===== config.mk =====
export PLATFORM = sky130hd
export DESIGN_NAME = bs_wr_arbiter_flat
export DESIGN_NICKNAME = d
export VERILOG_FILES = /design/src/rtl/bs_arb_pkg.sv /design/src/rtl/bs_wr_arbiter_if.sv /design/src/rtl/bs_arb_rr_pick.sv /design/src/rtl/bs_wr_arbiter.sv /design/src/flat_wrapper.sv
export SDC_FILE = /design/constraint.sdc
export NUM_CORES = 1
export LEC_CHECK = 0
export ABC_AREA = 1
export BUFFER_PORTS_ARGS = -buffer_cell sky130_fd_sc_hd__buf_2
export CAP_MARGIN = 20
export CORE_AREA = 4 4 229 231
export DETAILED_ROUTE_END_ITERATION = 16
export DIE_AREA = 0 0 233 235
export SETUP_SLACK_MARGIN = 0.5
export SYNTH_ARGS = -nofsm -noshare
export SYNTH_HDL_FRONTEND = slang
export SYNTH_SLANG_ARGS = --single-unit
export TNS_END_PERCENT = 20

===== constraint.sdc =====
create_clock -name clock -period 3.56 [get_ports clock]
set_input_delay 1.068 -clock clock [delete_from_list [all_inputs] [get_ports clock]]
set_output_delay 1.068 -clock clock [all_outputs]
set_load 0.01 [all_outputs]

===== src/rtl/bs_arb_pkg.sv =====
// Shared arbiter types, default widths and the rotate-priority pick function.
package bs_arb_pkg;

  localparam int unsigned BS_NREQ_DEF  = 3;
  localparam int unsigned BS_WAYW_DEF  = 3;
  localparam int unsigned BS_SETW_DEF  = 10;
  localparam int unsigned BS_BEATW_DEF = 2;
  localparam int unsigned BS_DATAW_DEF = 128;

  typedef struct packed {
    logic                    noop;
    logic [BS_WAYW_DEF-1:0]  way;
    logic [BS_SETW_DEF-1:0]  set;
    logic [BS_BEATW_DEF-1:0] beat;
    logic [BS_BEATW_DEF-1:0] mask;
  } bs_beat_t;

  typedef enum logic {
    IDLE,
    LOCKED
  } arb_state_e;

  function automatic int unsigned src_w(input int unsigned n);
    return (n > 1) ? $clog2(n) : 1;
  endfunction

  // First set bit of valid[n-1:0] scanning upward from rr with wrap (n <= 8).
  function automatic int unsigned rr_pick(input logic [7:0] valid,
                                          input int unsigned rr,
                                          input int unsigned n);
    int unsigned idx;
    int unsigned pick;
    logic        found;
    idx   = 0;
    pick  = rr;
    found = 1'b0;
    for (int unsigned k = 0; k < 8; k++) begin
      if (k < n && !found) begin
        idx = rr + k;
        if (idx >= n) idx = idx - n;
        if (valid[idx[2:0]]) begin
          found = 1'b1;
          pick  = idx;
        end
      end
    end
    return pick;
  endfunction

endpackage


===== src/rtl/bs_wr_arbiter_if.sv =====
// Requester-side and store-side handshake bundle of the BankedStore write arbiter.
interface bs_wr_arbiter_if
  import bs_arb_pkg::*;
#(
  parameter int unsigned NREQ  = BS_NREQ_DEF,
  parameter int unsigned WAYW  = BS_WAYW_DEF,
  parameter int unsigned SETW  = BS_SETW_DEF,
  parameter int unsigned BEATW = BS_BEATW_DEF,
  parameter int unsigned DATAW = BS_DATAW_DEF
);
  localparam int unsigned SRCW = src_w(NREQ);

  logic [NREQ-1:0]       in_valid;
  logic [NREQ-1:0]       in_ready;
  logic [NREQ-1:0]       in_noop;
  logic [NREQ*WAYW-1:0]  in_way;
  logic [NREQ*SETW-1:0]  in_set;
  logic [NREQ*BEATW-1:0] in_beat;
  logic [NREQ*BEATW-1:0] in_mask;
  logic [NREQ-1:0]       in_last;
  logic [NREQ*DATAW-1:0] in_data;

  logic                  out_valid;
  logic                  out_ready;
  logic                  out_noop;
  logic [WAYW-1:0]       out_way;
  logic [SETW-1:0]       out_set;
  logic [BEATW-1:0]      out_beat;
  logic [BEATW-1:0]      out_mask;
  logic [SRCW-1:0]       out_src;
  logic [DATAW-1:0]      out_dat_data;
  logic                  busy;

  modport master (
    output in_valid, in_noop, in_way, in_set, in_beat, in_mask, in_last, in_data,
    output out_ready,
    input  in_ready,
    input  out_valid, out_noop, out_way, out_set, out_beat, out_mask, out_src,
    input  out_dat_data, busy
  );

  modport slave (
    input  in_valid, in_noop, in_way, in_set, in_beat, in_mask, in_last, in_data,
    input  out_ready,
    output in_ready,
    output out_valid, out_noop, out_way, out_set, out_beat, out_mask, out_src,
    output out_dat_data, busy
  );

endinterface


===== src/rtl/bs_arb_rr_pick.sv =====
// Combinational rotate-priority picker: first asserted request at or above ptr_i, wrapping.
module bs_arb_rr_pick
  import bs_arb_pkg::*;
#(
  parameter int unsigned N  = 3,
  parameter int unsigned IW = src_w(N)
) (
  input  logic [N-1:0]  valid_i,
  input  logic [IW-1:0] ptr_i,
  output logic          found_o,
  output logic [IW-1:0] grant_o
);

  always_comb begin
    found_o = |valid_i;
    grant_o = IW'(rr_pick(8'(valid_i), 32'(ptr_i), N));
  end

endmodule


===== src/rtl/bs_wr_arbiter.sv =====
// Round-robin, burst-locking arbiter for the BankedStore write port with a one-cycle data delay.
// Optional per-requester beat counters are enabled by defining BS_WR_ARB_PERF_EN.
module bs_wr_arbiter
  import bs_arb_pkg::*;
#(
  parameter int unsigned NREQ  = BS_NREQ_DEF,
  parameter int unsigned WAYW  = BS_WAYW_DEF,
  parameter int unsigned SETW  = BS_SETW_DEF,
  parameter int unsigned BEATW = BS_BEATW_DEF,
  parameter int unsigned DATAW = BS_DATAW_DEF
) (
  input  logic                 clock,
  input  logic                 reset,
`ifdef BS_WR_ARB_PERF_EN
  output logic [NREQ*32-1:0]   perf_beats,
`endif
  bs_wr_arbiter_if.slave       bus
);

  localparam int unsigned     SRCW     = src_w(NREQ);
  localparam logic [SRCW-1:0] LAST_IDX = SRCW'(NREQ - 1);

  arb_state_e       state_q, state_d;
  logic [SRCW-1:0]  rr_q, rr_d;
  logic [SRCW-1:0]  lock_q, lock_d;
  logic             valid_q, valid_d;
  logic             noop_q, noop_d;
  logic [WAYW-1:0]  way_q, way_d;
  logic [SETW-1:0]  set_q, set_d;
  logic [BEATW-1:0] beat_q, beat_d;
  logic [BEATW-1:0] mask_q, mask_d;
  logic [SRCW-1:0]  src_q, src_d;
  logic [DATAW-1:0] slot_data_q, slot_data_d;
  logic [DATAW-1:0] dat_q, dat_d;
  logic             busy_q, busy_d;

  logic             pick_found;
  logic [SRCW-1:0]  pick_idx;
  logic [SRCW-1:0]  sel;
  logic             sel_valid;
  logic             can_accept;
  logic             accept;
  logic             fire;
  logic             sel_noop;
  logic [WAYW-1:0]  sel_way;
  logic [SETW-1:0]  sel_set;
  logic [BEATW-1:0] sel_beat;
  logic [BEATW-1:0] sel_mask;
  logic             sel_last;
  logic [DATAW-1:0] sel_data;
  logic [NREQ-1:0]  ready_vec;

  bs_arb_rr_pick #(.N(NREQ), .IW(SRCW)) u_pick (
    .valid_i (bus.in_valid),
    .ptr_i   (rr_q),
    .found_o (pick_found),
    .grant_o (pick_idx)
  );

  // While locked only the owner is eligible; in_ready follows out_ready combinationally.
  always_comb begin
    sel        = (state_q == LOCKED) ? lock_q : pick_idx;
    sel_valid  = (state_q == LOCKED) ? bus.in_valid[lock_q] : pick_found;
    can_accept = !valid_q || bus.out_ready;
    accept     = can_accept && sel_valid;
    fire       = valid_q && bus.out_ready;
  end

  always_comb begin
    sel_noop  = 1'b0;
    sel_way   = '0;
    sel_set   = '0;
    sel_beat  = '0;
    sel_mask  = '0;
    sel_last  = 1'b0;
    sel_data  = '0;
    ready_vec = '0;
    for (int unsigned i = 0; i < NREQ; i++) begin
      if (sel == SRCW'(i)) begin
        sel_noop     = bus.in_noop[i];
        sel_way      = bus.in_way[i*WAYW +: WAYW];
        sel_set      = bus.in_set[i*SETW +: SETW];
        sel_beat     = bus.in_beat[i*BEATW +: BEATW];
        sel_mask     = bus.in_mask[i*BEATW +: BEATW];
        sel_last     = bus.in_last[i];
        sel_data     = bus.in_data[i*DATAW +: DATAW];
        ready_vec[i] = can_accept && ((state_q == LOCKED) || pick_found);
      end
    end
  end

  always_comb begin
    state_d     = state_q;
    rr_d        = rr_q;
    lock_d      = lock_q;
    valid_d     = valid_q;
    noop_d      = noop_q;
    way_d       = way_q;
    set_d       = set_q;
    beat_d      = beat_q;
    mask_d      = mask_q;
    src_d       = src_q;
    slot_data_d = slot_data_q;
    dat_d       = fire ? slot_data_q : dat_q;
    if (accept) begin
      valid_d     = 1'b1;
      noop_d      = sel_noop;
      way_d       = sel_way;
      set_d       = sel_set;
      beat_d      = sel_beat;
      mask_d      = sel_mask;
      src_d       = sel;
      slot_data_d = sel_data;
      if (sel_last) begin
        state_d = IDLE;
        rr_d    = (sel == LAST_IDX) ? '0 : sel + 1'b1;
      end else begin
        state_d = LOCKED;
        lock_d  = sel;
      end
    end else if (fire) begin
      valid_d = 1'b0;
    end
    busy_d = (state_d == LOCKED) || valid_d;
  end

  always_ff @(posedge clock or negedge reset) begin
    if (!reset) begin
      state_q     <= IDLE;
      rr_q        <= '0;
      lock_q      <= '0;
      valid_q     <= 1'b0;
      noop_q      <= 1'b0;
      way_q       <= '0;
      set_q       <= '0;
      beat_q      <= '0;
      mask_q      <= '0;
      src_q       <= '0;
      slot_data_q <= '0;
      dat_q       <= '0;
      busy_q      <= 1'b0;
    end else begin
      state_q     <= state_d;
      rr_q        <= rr_d;
      lock_q      <= lock_d;
      valid_q     <= valid_d;
      noop_q      <= noop_d;
      way_q       <= way_d;
      set_q       <= set_d;
      beat_q      <= beat_d;
      mask_q      <= mask_d;
      src_q       <= src_d;
      slot_data_q <= slot_data_d;
      dat_q       <= dat_d;
      busy_q      <= busy_d;
    end
  end

`ifdef BS_WR_ARB_PERF_EN
  logic [NREQ*32-1:0] perf_q;

  // Counts accepted data beats per requester; noop beats are excluded and counters saturate.
  always_ff @(posedge clock or negedge reset) begin
    if (!reset) begin
      perf_q <= '0;
    end else begin
      for (int unsigned i = 0; i < NREQ; i++) begin
        if (accept && !sel_noop && (sel == SRCW'(i)) && (perf_q[i*32 +: 32] != '1)) begin
          perf_q[i*32 +: 32] <= perf_q[i*32 +: 32] + 32'd1;
        end
      end
    end
  end

  assign perf_beats = perf_q;
`endif

  assign bus.in_ready     = ready_vec;
  assign bus.out_valid    = valid_q;
  assign bus.out_noop     = noop_q;
  assign bus.out_way      = way_q;
  assign bus.out_set      = set_q;
  assign bus.out_beat     = beat_q;
  assign bus.out_mask     = mask_q;
  assign bus.out_src      = src_q;
  assign bus.out_dat_data = dat_q;
  assign bus.busy         = busy_q;

endmodule


===== src/flat_wrapper.sv =====
// flat-port wrapper written by rule: the top's interface ports become plain ports
module bs_wr_arbiter_flat import bs_arb_pkg::*;
#(
  parameter int unsigned NREQ  = BS_NREQ_DEF,
  parameter int unsigned WAYW  = BS_WAYW_DEF,
  parameter int unsigned SETW  = BS_SETW_DEF,
  parameter int unsigned BEATW = BS_BEATW_DEF,
  parameter int unsigned DATAW = BS_DATAW_DEF
)
  (clock, reset, bus_in_valid, bus_in_noop, bus_in_way, bus_in_set, bus_in_beat, bus_in_mask, bus_in_last, bus_in_data, bus_out_ready, bus_in_ready, bus_out_valid, bus_out_noop, bus_out_way, bus_out_set, bus_out_beat, bus_out_mask, bus_out_src, bus_out_dat_data, bus_busy);
  bs_wr_arbiter_if #(.NREQ(NREQ), .WAYW(WAYW), .SETW(SETW), .BEATW(BEATW), .DATAW(DATAW)) bus_i ();
  input  logic clock;
  input  logic reset;
  input wire logic [$bits(bus_i.in_valid)-1:0] bus_in_valid;
  input wire logic [$bits(bus_i.in_noop)-1:0] bus_in_noop;
  input wire logic [$bits(bus_i.in_way)-1:0] bus_in_way;
  input wire logic [$bits(bus_i.in_set)-1:0] bus_in_set;
  input wire logic [$bits(bus_i.in_beat)-1:0] bus_in_beat;
  input wire logic [$bits(bus_i.in_mask)-1:0] bus_in_mask;
  input wire logic [$bits(bus_i.in_last)-1:0] bus_in_last;
  input wire logic [$bits(bus_i.in_data)-1:0] bus_in_data;
  input wire logic [$bits(bus_i.out_ready)-1:0] bus_out_ready;
  output wire logic [$bits(bus_i.in_ready)-1:0] bus_in_ready;
  output wire logic [$bits(bus_i.out_valid)-1:0] bus_out_valid;
  output wire logic [$bits(bus_i.out_noop)-1:0] bus_out_noop;
  output wire logic [$bits(bus_i.out_way)-1:0] bus_out_way;
  output wire logic [$bits(bus_i.out_set)-1:0] bus_out_set;
  output wire logic [$bits(bus_i.out_beat)-1:0] bus_out_beat;
  output wire logic [$bits(bus_i.out_mask)-1:0] bus_out_mask;
  output wire logic [$bits(bus_i.out_src)-1:0] bus_out_src;
  output wire logic [$bits(bus_i.out_dat_data)-1:0] bus_out_dat_data;
  output wire logic [$bits(bus_i.busy)-1:0] bus_busy;
  assign bus_i.in_valid = bus_in_valid;
  assign bus_i.in_noop = bus_in_noop;
  assign bus_i.in_way = bus_in_way;
  assign bus_i.in_set = bus_in_set;
  assign bus_i.in_beat = bus_in_beat;
  assign bus_i.in_mask = bus_in_mask;
  assign bus_i.in_last = bus_in_last;
  assign bus_i.in_data = bus_in_data;
  assign bus_i.out_ready = bus_out_ready;
  assign bus_in_ready = bus_i.in_ready;
  assign bus_out_valid = bus_i.out_valid;
  assign bus_out_noop = bus_i.out_noop;
  assign bus_out_way = bus_i.out_way;
  assign bus_out_set = bus_i.out_set;
  assign bus_out_beat = bus_i.out_beat;
  assign bus_out_mask = bus_i.out_mask;
  assign bus_out_src = bus_i.out_src;
  assign bus_out_dat_data = bus_i.out_dat_data;
  assign bus_busy = bus_i.busy;
  bs_wr_arbiter #(.NREQ(NREQ), .WAYW(WAYW), .SETW(SETW), .BEATW(BEATW), .DATAW(DATAW)) u_core (.clock(clock), .reset(reset), .bus(bus_i));
endmodule

After elaboration in Yosys (flattened, before gate mapping):

Cells that the tools add are included.

* logic and storage cells: 92
* flip-flop bits (word level): 283

* order comparisons: 7
* equality and inequality tests: 2
* mux-type cells: 52
* bitwise operators: 1
* reductions and logical operators: 11
* $add $sub $neg: 6

Operators with widths (count)
* 2-to-1 mux 128 bit: 3
* 2-to-1 mux 10 bit: 3
* 2-to-1 mux 2 bit: 13
* 2-to-1 mux 3 bit: 8
* 2-to-1 mux 1 bit: 21
* less-than comparator 3 x 4 -> 1 bit, second input constant: 3
* binary-select mux 1 bit (select 3 bit): 3
* greater-or-equal comparator 3 x 2 -> 1 bit, second input constant: 2
* subtractor 3 x 2 -> 3 bit, second input constant: 2
* AND reduction 2 bit: 2
* adder 2 x 1 -> 3 bit, second input constant: 1
* adder 2 x 2 -> 3 bit, second input constant: 1
* logical AND 1 bit: 3
* logical OR 1 bit: 3
* less-than comparator 2 x 3 -> 1 bit, second input constant: 1
* OR reduction 3 bit: 1
* subtractor 2 x 2 -> 3 bit, second input constant: 1
* adder 2 x 1 -> 2 bit, second input constant: 1
* binary-select mux 1 bit (select 2 bit): 1
* == test 2 x 1 -> 1 bit, second input constant: 1
* == test 2 bit, second input constant: 1
* greater-or-equal comparator 2 bit, second input constant: 1
* zero test 2 bit: 1
* zero test 1 bit: 1
* NOT 1 bit: 1

Depth between registers and ports, before layout:

Gate-level depths: netlist (run 1).

* word-level depth: 23
* gate-level depth with buffers: 20
* mapped depth without buffers: 18

Modules after synthesis:

Synthesis (run 1) repeated with hierarchy kept, for this count alone.

* cell total of the unflattened synthesis: 1789
* area, all modules: 13674.4 sq um

By module, submodules not included
* bs_wr_arbiter: area each 13395.3 sq um, instances 1, cells each 1739, seq. area each 7081.8 sq um
* bs_arb_rr_pick: area each 279.0 sq um, instances 1, cells each 50, seq. area each 0.0 sq um

Worst setup path before layout (run 1):

No wires, ideal clock.

* path type: input to output
* start: input port bus_in_valid[1]
* end: output port bus_in_ready[2]
* arrival: 2355 ps
* setup slack: 137 ps
* data required time: 2492 ps
* stages: 11
* path through: inv_1 > nand2_1 > nand3_1 > nand2_2 > a21oi_2 > nand3_1 > nand3_1 > nand2_2 > buf_2 > buf_2 > nor3_1

* cells in the longest elaborated chain, start to end: 10
* elaborated cells on any way between the ends: 20
* those cells by class: eq/ne: 1; mux: 16; reduce/logical: 3

Ends and longest elaborated chain
* start: declaration: RTL line flat_wrapper.sv:14 `input wire logic [$bits(bus_i.in_valid)-1:0] bus_in_valid;`
* binary-select mux 1 bit (select 3 bit): RTL line bs_arb_pkg.sv:41 `if (valid[idx[2:0]]) begin`
* 2-to-1 mux 1 bit (not written as such): RTL line bs_arb_pkg.sv:41
* 2-to-1 mux 2 bit (2 in a row): RTL line bs_arb_pkg.sv:41
* 2-to-1 mux 2 bit: RTL line bs_arb_pkg.sv:38 `if (k < n && !found) begin`
* 2-to-1 mux 2 bit: RTL line bs_arb_pkg.sv:41
* 2-to-1 mux 2 bit: RTL line bs_arb_pkg.sv:38
* 2-to-1 mux 2 bit: RTL line bs_wr_arbiter.sv:62 `sel = (state_q == LOCKED) ? lock_q : pick_idx;`
* == test 2 bit: RTL line bs_wr_arbiter.sv:79 `if (sel == SRCW'(i)) begin`
* 2-to-1 mux 1 bit *: RTL line bs_wr_arbiter.sv:79
* end: declaration: RTL line flat_wrapper.sv:23 `output wire logic [$bits(bus_i.in_ready)-1:0] bus_in_ready;`

Mark *: on every way between the ends. The rest lies on a longest branch, timed or not. The select of a mux whose other input is x is not followed.

Worst setup path in the final report (run 1):

* start: register u_core.rr_q[0]
* end: output port bus_in_ready[0]

* cells in the longest elaborated chain, start to end: 13
* elaborated cells on any way between the ends: 30
* those cells by class: add/sub: 5; order compare: 3; mux: 21; reduce/logical: 1

Ends and longest elaborated chain
* start: declaration: RTL line bs_wr_arbiter.sv:24 `logic [SRCW-1:0] rr_q, rr_d;`
* start signal: assignment: RTL line bs_wr_arbiter.sv:144 `rr_q <= rr_d;`
* adder 2 x 1 -> 3 bit: RTL line bs_arb_pkg.sv:39 `idx = rr + k;`
* subtractor 3 x 2 -> 3 bit or greater-or-equal comparator 3 x 2 -> 1 bit (tied branches): RTL line bs_arb_pkg.sv:40 `if (idx >= n) idx = idx - n;`
* 2-to-1 mux 3 bit: RTL line bs_arb_pkg.sv:40
* 2-to-1 mux 3 bit: RTL line bs_arb_pkg.sv:38
* binary-select mux 1 bit (select 3 bit): RTL line bs_arb_pkg.sv:41
* 2-to-1 mux 1 bit (not written as such): RTL line bs_arb_pkg.sv:41
* 2-to-1 mux 2 bit: RTL line bs_arb_pkg.sv:41
* 2-to-1 mux 2 bit: RTL line bs_arb_pkg.sv:38
* 2-to-1 mux 2 bit: RTL line bs_arb_pkg.sv:41
* 2-to-1 mux 2 bit *: RTL line bs_arb_pkg.sv:38
* 2-to-1 mux 2 bit *: RTL line bs_wr_arbiter.sv:62
* zero test 2 bit *: RTL line bs_wr_arbiter.sv:79
* 2-to-1 mux 1 bit *: RTL line bs_wr_arbiter.sv:79

Marked as above.

==> impl_metrics.ini, run 1 <==
[status]
run_status = finished, final reports clean

[clock_network]
clkTransAtPathRegs_ps = 60
cts.sink_count = 283
root_buf_cell = clkbuf_16
cts_tree = done
cts_hold_bufs = 0
tritoncts_buffers = 34
worst_skew_late_latency_ps = 530
ctsLongestPathBuffers = 3
clock_tree.htree_level_count = 2

[power_and_ir_drop]
sw_ratio_pct = 46.0
combinationalPowerShare_pct = 60.5
vdd.ir_drop.worst_v = 0.000825
pwr_density_cell_nw_per_um2 = 1140
p_leak_nw = 11.0
share_clk_of_total_power_pct = 15.2
p_switching_mw = 10.5
totalPowerFinal_mw = 22.8
power.sequential.fraction_pct = 24.3
cell_internal_pwr_mw = 12.3

[synth]
post_synthesis_sequential_element_count = 283
synth_top_flop_cell = dfrtp_1
synth-edff-count = 0
postSynthAreaPerCell_sq_um = 8.08
synth-seq-area-share_pct = 50.7
synth_area_leaders = dfrtp_1, nand2_1, mux2_2
synth_largest_area_cell = dfrtp_1
synthesis.instances = 1728
mappedNetlistNets = 2180
synth_area_sq_um = 14000
synth_async_sr_flop_share_pct = 100
yosys.cell_types.count = 29
synth-warning-count = 0
yosysTopAreaCellShare_pct = 50.7

[final_layout]
growth_of_design_area_from_synthesis_to_finish_pct = 43.3
finalNetCount = 2797
most-common-layout-cells = nand2_1, buf_2, dfrtp_1, o21ai_0, inv_1
core_occupancy_in_the_finished_layout_pct = 40.0
layout_cell_share_with_drive_strength_beyond_1_pct = 41.6
mostFrequentLayoutCell = nand2_1

[critical_path]
crit_path_start_kind = flip-flop
setup.worst_path.class = reg2out
cp_num_cells = 13
worst_ep_arrival_time_ps = 2400
worst_path_dominant_cell_family = simple AND/OR/NAND/NOR gates
path_cells = buf_6 > ha_4 > buf_12 > o21ai_4 > nand2_4 > nand3_2 > nor2_2 > nor2_2 > nand2_2 > a21boi_2 > nand2_2 > nor2_4 > buf_6
cp.required_ps = 2490
worst-path-buf-inv = 3
r2r_cells = 23
worstSetupEndpointType = output port
cp_slowest_stage_delay_ps = 430
critical_path.slowest_cell = dfrtp_2
worstPathMaxFanout = 6

[grt]
global_route.usage.met3_pct = 3.60
track_usage_pct = 16.9
grt_busiest_layer = met2
grt_antenna_before_repair = 2
global_route.usage.met1_pct = 20.2
grt_max_degree = 86
first_global_vias = 14100
gr-total-overflow = 0
grt_first_pass_wirelength_microns = 74500
grt.met2_usage_pct = 30.0

[die]
core_area_sq_um = 50100
design.portCount = 600
row_count = 82
initial_utilization_pct = 27.9
fp.dieH_microns = 235
die_area_sq_um = 54800
chipWidth_microns = 233

[timing]
timing_hold_violations_final = 0
postLayoutSetupSlackWorst_ps = 92.6
fin_crit_ps = 3470
worst_hold_slack_ps = 467
timing.clock.skew_ps = 15.4
tightest_pin_transition_ps = 751
post_route_fraction_of_the_period_consumed_by_the_critical_path_pct = 97.4
setup_viol_count_final = 0
maximum_operating_frequency_mhz = 288
timing.slew.headroom_pct = 49.9
timing_max_transition_violations_final = 0
rsz0062_at_grt = yes

[route]
drc = 0
drt_first_iter_violations = 884
routedWlPerCell_microns = 17.3
drtAntennaViolNets = 0
routed_wl_microns = 52600
num_vias = 14000
drt-pass1-iter-count = 5
detail_route.vias_per_cell = 4.61

[hold_path]
holdPathStages = 2
hold_path.class = reg2reg

[placed_design]
portBuffers = 599
gp_congestion = 0.882
dp_hpwl_microns = 36500
pre_cts_slack_ps = 71.9

[job]
max-cap-violations = 0
==> path summary, 6_finish.rpt <==
kind	from	end	slack, ps
max reg2reg	u_core.rr_q[0]$_DFFE_PN0P_	u_core.bus.out_mask[0]$_DFFE_PN0P_	450
min reg2reg	u_core.slot_data_q[8]$_DFFE_PN0P_	u_core.slot_data_q[8]$_DFFE_PN0P_	470
min	u_core.slot_data_q[8]$_DFFE_PN0P_	u_core.slot_data_q[8]$_DFFE_PN0P_	470
max	u_core.rr_q[0]$_DFFE_PN0P_	bus_in_ready[0]	90
max in group asynchronous	reset	u_core.rr_q[0]$_DFFE_PN0P_	2070
min in group asynchronous	reset	u_core.bus.out_set[2]$_DFFE_PN0P_	530
==> registers in the layout (all words and copies together), names as in the netlist <==
| register | cells |
|---|---|
| u_core.lock_q | 2 |
| u_core.bus.out_mask | 2 |
| u_core.rr_q | 2 |
| u_core.bus.out_noop | 1 |
| u_core.bus.busy | 1 |
| u_core.bus.out_src | 2 |
| u_core.bus.out_beat | 2 |
| u_core.bus.out_way | 3 |
| u_core.bus.out_dat_data | 128 |
| u_core.bus.out_valid | 1 |
| u_core.bus.out_set | 10 |
| u_core.slot_data_q | 128 |
| u_core.state_q | 1 |
==> worst register-to-register path, delay by kind of cell, from the launching register on <==
kind                       cells  cell delay (ps)
adders and majority gates      1              190
and+or+nand+nor               12             1000
AOI/OAI and AO/OA              1              130
buffers and inverters          9             1300
DFF                            1              430
==> cell usage after synthesis (5+ instances only) <==
master	n
nand2_2	47
inv_2	7
o21ai_0	112
dfrtp_1	283
ha_1	5
inv_1	98
nand3_1	115
buf_12	5
a21oi_1	21
clkbuf_1	46
o22ai_1	18
buf_4	7
mux2_2	91
buf_2	38
nand2_1	806
nor2_1	5
==> logic make-up (layout without fill, tap and decap cells) <==
| group | after synthesis | in the layout | share of synthesized area [%] |
|---|---|---|---|
| AO/OA/AOI/OAI | 157 | 157 | 5.94 |
| other | 0 | 2 | 0 |
| AND/OR/NAND/NOR | 985 | 985 | 28.6 |
| multiplexers | 91 | 91 | 7.34 |
| adder cells (fa/ha/maj) | 5 | 5 | 0.448 |
| flip-flops | 283 | 283 | 50.7 |
| buffers and inverters | 207 | 847 | 6.92 |
==> stage by stage <==
step | TNS (ps) | cells | area [sq um]
2_1_floorplan | 0 | 1728 | 14100
5_1_grt | -68.0 | 3042 | 20000
3_5_place_dp | 0 | 2942 | 17900
6_report | 0 | 3042 | 20000
4_1_cts | 0 | 3010 | 19200
3_3_place_gp | 0 | 2942 | 17900
==> layout make-up <==
| cell class | instances | area (sq um) |
|---|---|---|
| multi-input cells | 1238 | 6400 |
| flip-flops and latches | 283 | 7080 |
| clock buffers | 52 | 1060 |
| clock inverters | 7 | 63.8 |
| fillers | 5095 | 30100 |
| diodes | 2 | 5.00 |
| inverters | 105 | 437 |
| well taps | 672 | 841 |
| repair buffers | 683 | 4120 |
==> timing repair <==
action	in CTS	in global routing
gates resized for setup	24	121
gates cloned	0	10
pin swaps	15	57
buffers inserted	9	20
endpoints found under the setup margin	44	87
==> metal layers <==
metal / routed length, microns / up-vias
met2: 26600 / 501
met1: 20800 / 6751
met4: 1690 / 0
li1: - / 6692
met3: 3550 / 91
met5: 0 / -
==> power by group through the flow <==
stage,Sequential [mW],Combinational [mW],Clock (mW)
after floorplan,5.81,7.46,0
after global placement,5.53,11.1,0
after detailed placement,5.59,11.3,0
after CTS,5.56,11.6,3.59
after global routing,5.72,15.1,3.72
final,5.55,13.8,3.47
Power figures use the tool's default switching activity.
==> run 2: changes to the inputs <==
--- a/config.mk
+++ b/config.mk
@@ -5,12 +5,11 @@
 export SDC_FILE = /design/constraint.sdc
 export NUM_CORES = 1
 export LEC_CHECK = 0
-export ABC_AREA = 1
 export BUFFER_PORTS_ARGS = -buffer_cell sky130_fd_sc_hd__buf_2
 export CAP_MARGIN = 20
-export CORE_AREA = 4 4 229 231
+export CORE_AREA = 4 4 228 230
 export DETAILED_ROUTE_END_ITERATION = 16
-export DIE_AREA = 0 0 233 235
+export DIE_AREA = 0 0 232 234
 export SETUP_SLACK_MARGIN = 0.5
 export SYNTH_ARGS = -nofsm -noshare
 export SYNTH_HDL_FRONTEND = slang
==> impl_metrics.ini, run 2 <==
[synth]
synth_area_leaders = dfrtp_1, mux2i_1, mux2_2
synth_largest_area_cell = dfrtp_1
synth_area_sq_um = 13100
synth-warning-count = 0
synth-seq-area-share_pct = 53.9
post_synthesis_sequential_element_count = 283
synth.top_cells.by_count = dfrtp_1, mux2i_1, o21ai_1
yosys.cell_types.count = 45
mappedNetlistNets = 1488
synth_async_sr_flop_share_pct = 100
postSynthAreaPerCell_sq_um = 12.7
synth-edff-count = 0
yosysTopAreaCellShare_pct = 53.9
synth_top_flop_cell = dfrtp_1
synthesis.instances = 1036
synth_most_common_cell = dfrtp_1

[job]
max-cap-violations = 0

[critical_path]
worst_path_dominant_cell_family = simple AND/OR/NAND/NOR gates
cp_slowest_stage_delay_ps = 440
crit_path_start_kind = flip-flop
r2r_start = u_core.rr_q[1]$_DFFE_PN0P_
worst-path-buf-inv = 2
path_cells = ha_4 > buf_6 > nand2b_4 > a222oi_1 > nor3b_4 > nor3_4 > o31ai_4 > and3_4 > buf_6
critical_path.slowest_cell = dfrtp_2
crit_path_frequent_cell = buf_6
cp-startpoint = u_core.rr_q[1]$_DFFE_PN0P_
setup.worst_path.class = reg2out
worstSetupEndpointType = output port
worst_ep_arrival_time_ps = 2910
worstPathMaxFanout = 6
cp.required_ps = 2490

[placed_design]
pre_cts_slack_ps = -422
dp_hpwl_microns = 33200
gp_congestion = 0.889
placed_cells = 2268
portBuffers = 599

[clock_network]
clkTransAtPathRegs_ps = 60
cts.sink_count = 283
worst_skew_late_latency_ps = 520
ctsLongestPathBuffers = 3
clock_tree.htree_level_count = 2
root_buf_cell = clkbuf_16
tritoncts_buffers = 34
cts_tree = done
cts_hold_bufs = 0

[route]
routedWlPerCell_microns = 20.8
drt_first_iter_violations = 610
drt-pass1-iter-count = 4
routed_wl_microns = 49700
drtAntennaViolNets = 0
num_vias = 11900
detail_route.vias_per_cell = 4.95
drc = 0

[power_and_ir_drop]
cell_internal_pwr_mw = 13.9
p_switching_mw = 9.24
pwr_density_cell_nw_per_um2 = 1170
share_clk_of_total_power_pct = 15.2
vdd.ir_drop.worst_v = 0.000642
combinationalPowerShare_pct = 60.7
power.sequential.fraction_pct = 24.1
sw_ratio_pct = 40.0
p_leak_nw = 9.63

[timing]
fin_crit_ps = 3970
tightest_pin_transition_ps = 754
maximum_operating_frequency_mhz = 252
timing.slew.headroom_pct = 49.7
rsz0062_at_grt = yes
post_route_fraction_of_the_period_consumed_by_the_critical_path_pct = 112
total_negative_slack_ps = -1810
timing.clock.skew_ps = 16.5
postLayoutSetupSlackWorst_ps = -413
timing_max_transition_violations_final = 0
timing_hold_violations_final = 0
setup_viol_count_final = 29

[die]
row_count = 82
fp.dieH_microns = 234
core_area_sq_um = 49900
chipWidth_microns = 232
die_area_sq_um = 54300
design.portCount = 600
initial_utilization_pct = 26.4

[hold_path]
holdCritStartpoint = u_core.bus.out_src[0]$_DFFE_PN0P_
hold_path.class = reg2reg

[grt]
track_usage_pct = 16.7
gr-total-overflow = 0
first_global_vias = 12300
grt_max_degree = 85
grt_first_pass_wirelength_microns = 71600
grt_antenna_before_repair = 5

[final_layout]
most-common-layout-cells = buf_2, dfrtp_1, o21ai_1, a32oi_1, mux2_2
growth_of_design_area_from_synthesis_to_finish_pct = 50.4
layoutNonFillerInstCount = 2394
finalNetCount = 2146
layout_cell_share_with_drive_strength_beyond_1_pct = 56.3
mostFrequentLayoutCell = buf_2

[status]
violations = negative setup slack
run_status = complete, but fails checks
-- run 2: logic make-up after synthesis --
family	share of synthesized area [%]
flops	53.9
mux	22.4
simple gates	1.88
compound gates	17.1
buf+inv	4.21
fa+ha+maj	0.476
-- run 2: layout make-up --
| class | count | area (sq um) |
|---|---|---|
| sequential | 283 | 7080 |
| clock buffer | 53 | 1070 |
| inverter | 3 | 11.3 |
| fill | 4817 | 30100 |
| multi-input combinational | 650 | 5940 |
| antenna | 3 | 7.51 |
| timing repair buffer | 722 | 4740 |
| clock inverter | 8 | 75.1 |
| tap | 672 | 841 |
-- run 2: metal layers --
layer / vias up / part of all wire, % / wire (microns) / track usage [%]
met4: 4 / 3.8 / 1890 / 6.73
met1: 5897 / 40 / 19800 / 20.7
li1: 5341 / - / - / -
met5: - / 0.062 / 31 / 0
met3: 108 / 7.1 / 3550 / 4.00
met2: 507 / 49 / 24400 / 28.4
-- run 2: worst paths after layout --
path / to / cells after the start / slack [ps]
min reg2reg: u_core.bus.out_src[0]$_DFFE_PN0P_ / 1 / 480
min: u_core.bus.out_src[0]$_DFFE_PN0P_ / 1 / 480
max reg2reg: u_core.slot_data_q[125]$_DFFE_PN0P_ / 20 / -60
max in group asynchronous: u_core.rr_q[1]$_DFFE_PN0P_ / 2 / 2150
max: bus_in_ready[1] / 9 / -410
min in group asynchronous: u_core.bus.out_dat_data[109]$_DFFE_PN0P_ / 1 / 570
-- run 2: timing repair --
item                       CTS  global route
gates resized for setup     66            62
pin swaps                   21            25
setup endpoints to repair  141           156
cloned                      10             6
setup buffers               33            13
-- run 2: metrics by stage --
step                hold WS (ps)  power [mW]  util [%]  area [sq um]
floorplan                    459        12.5         -         13200
global placement             464        15.7      34.5         17200
detailed placement           477        15.9      34.5         17200
CTS                          488        21.9      38.5         19200
global route                 506        24.4      39.6         19800
finish                       483        23.1      39.6         19800
-- run 2: power by group through the flow --
| stage | Sequential [mW] | Clock [mW] | Combinational (mW) |
|---|---|---|---|
| 2_1_floorplan | 5.78 | 0 | 6.70 |
| 3_3_place_gp | 5.54 | 0 | 10.2 |
| 3_5_place_dp | 5.59 | 0 | 10.4 |
| 4_1_cts | 5.55 | 3.63 | 12.7 |
| 5_1_grt | 5.73 | 3.75 | 14.9 |
| 6_report | 5.57 | 3.51 | 14.0 |
-- run 2: worst register-to-register path, stage by stage (launching register included) --
cell	delay, ps
dfrtp_2	440
ha_4	170
buf_6	120
nand2b_4	140
a222oi_1	410
nor3b_4	350
nor3_4	70
o31ai_4	320
buf_6	170
buf_6	90
buf_6	80
buf_6	80
buf_6	80
buf_6	80
buf_6	100
buf_16	130
buf_12	150
buf_6	110
clkbuf_16	140
mux2i_1	220
o21ai_1	80
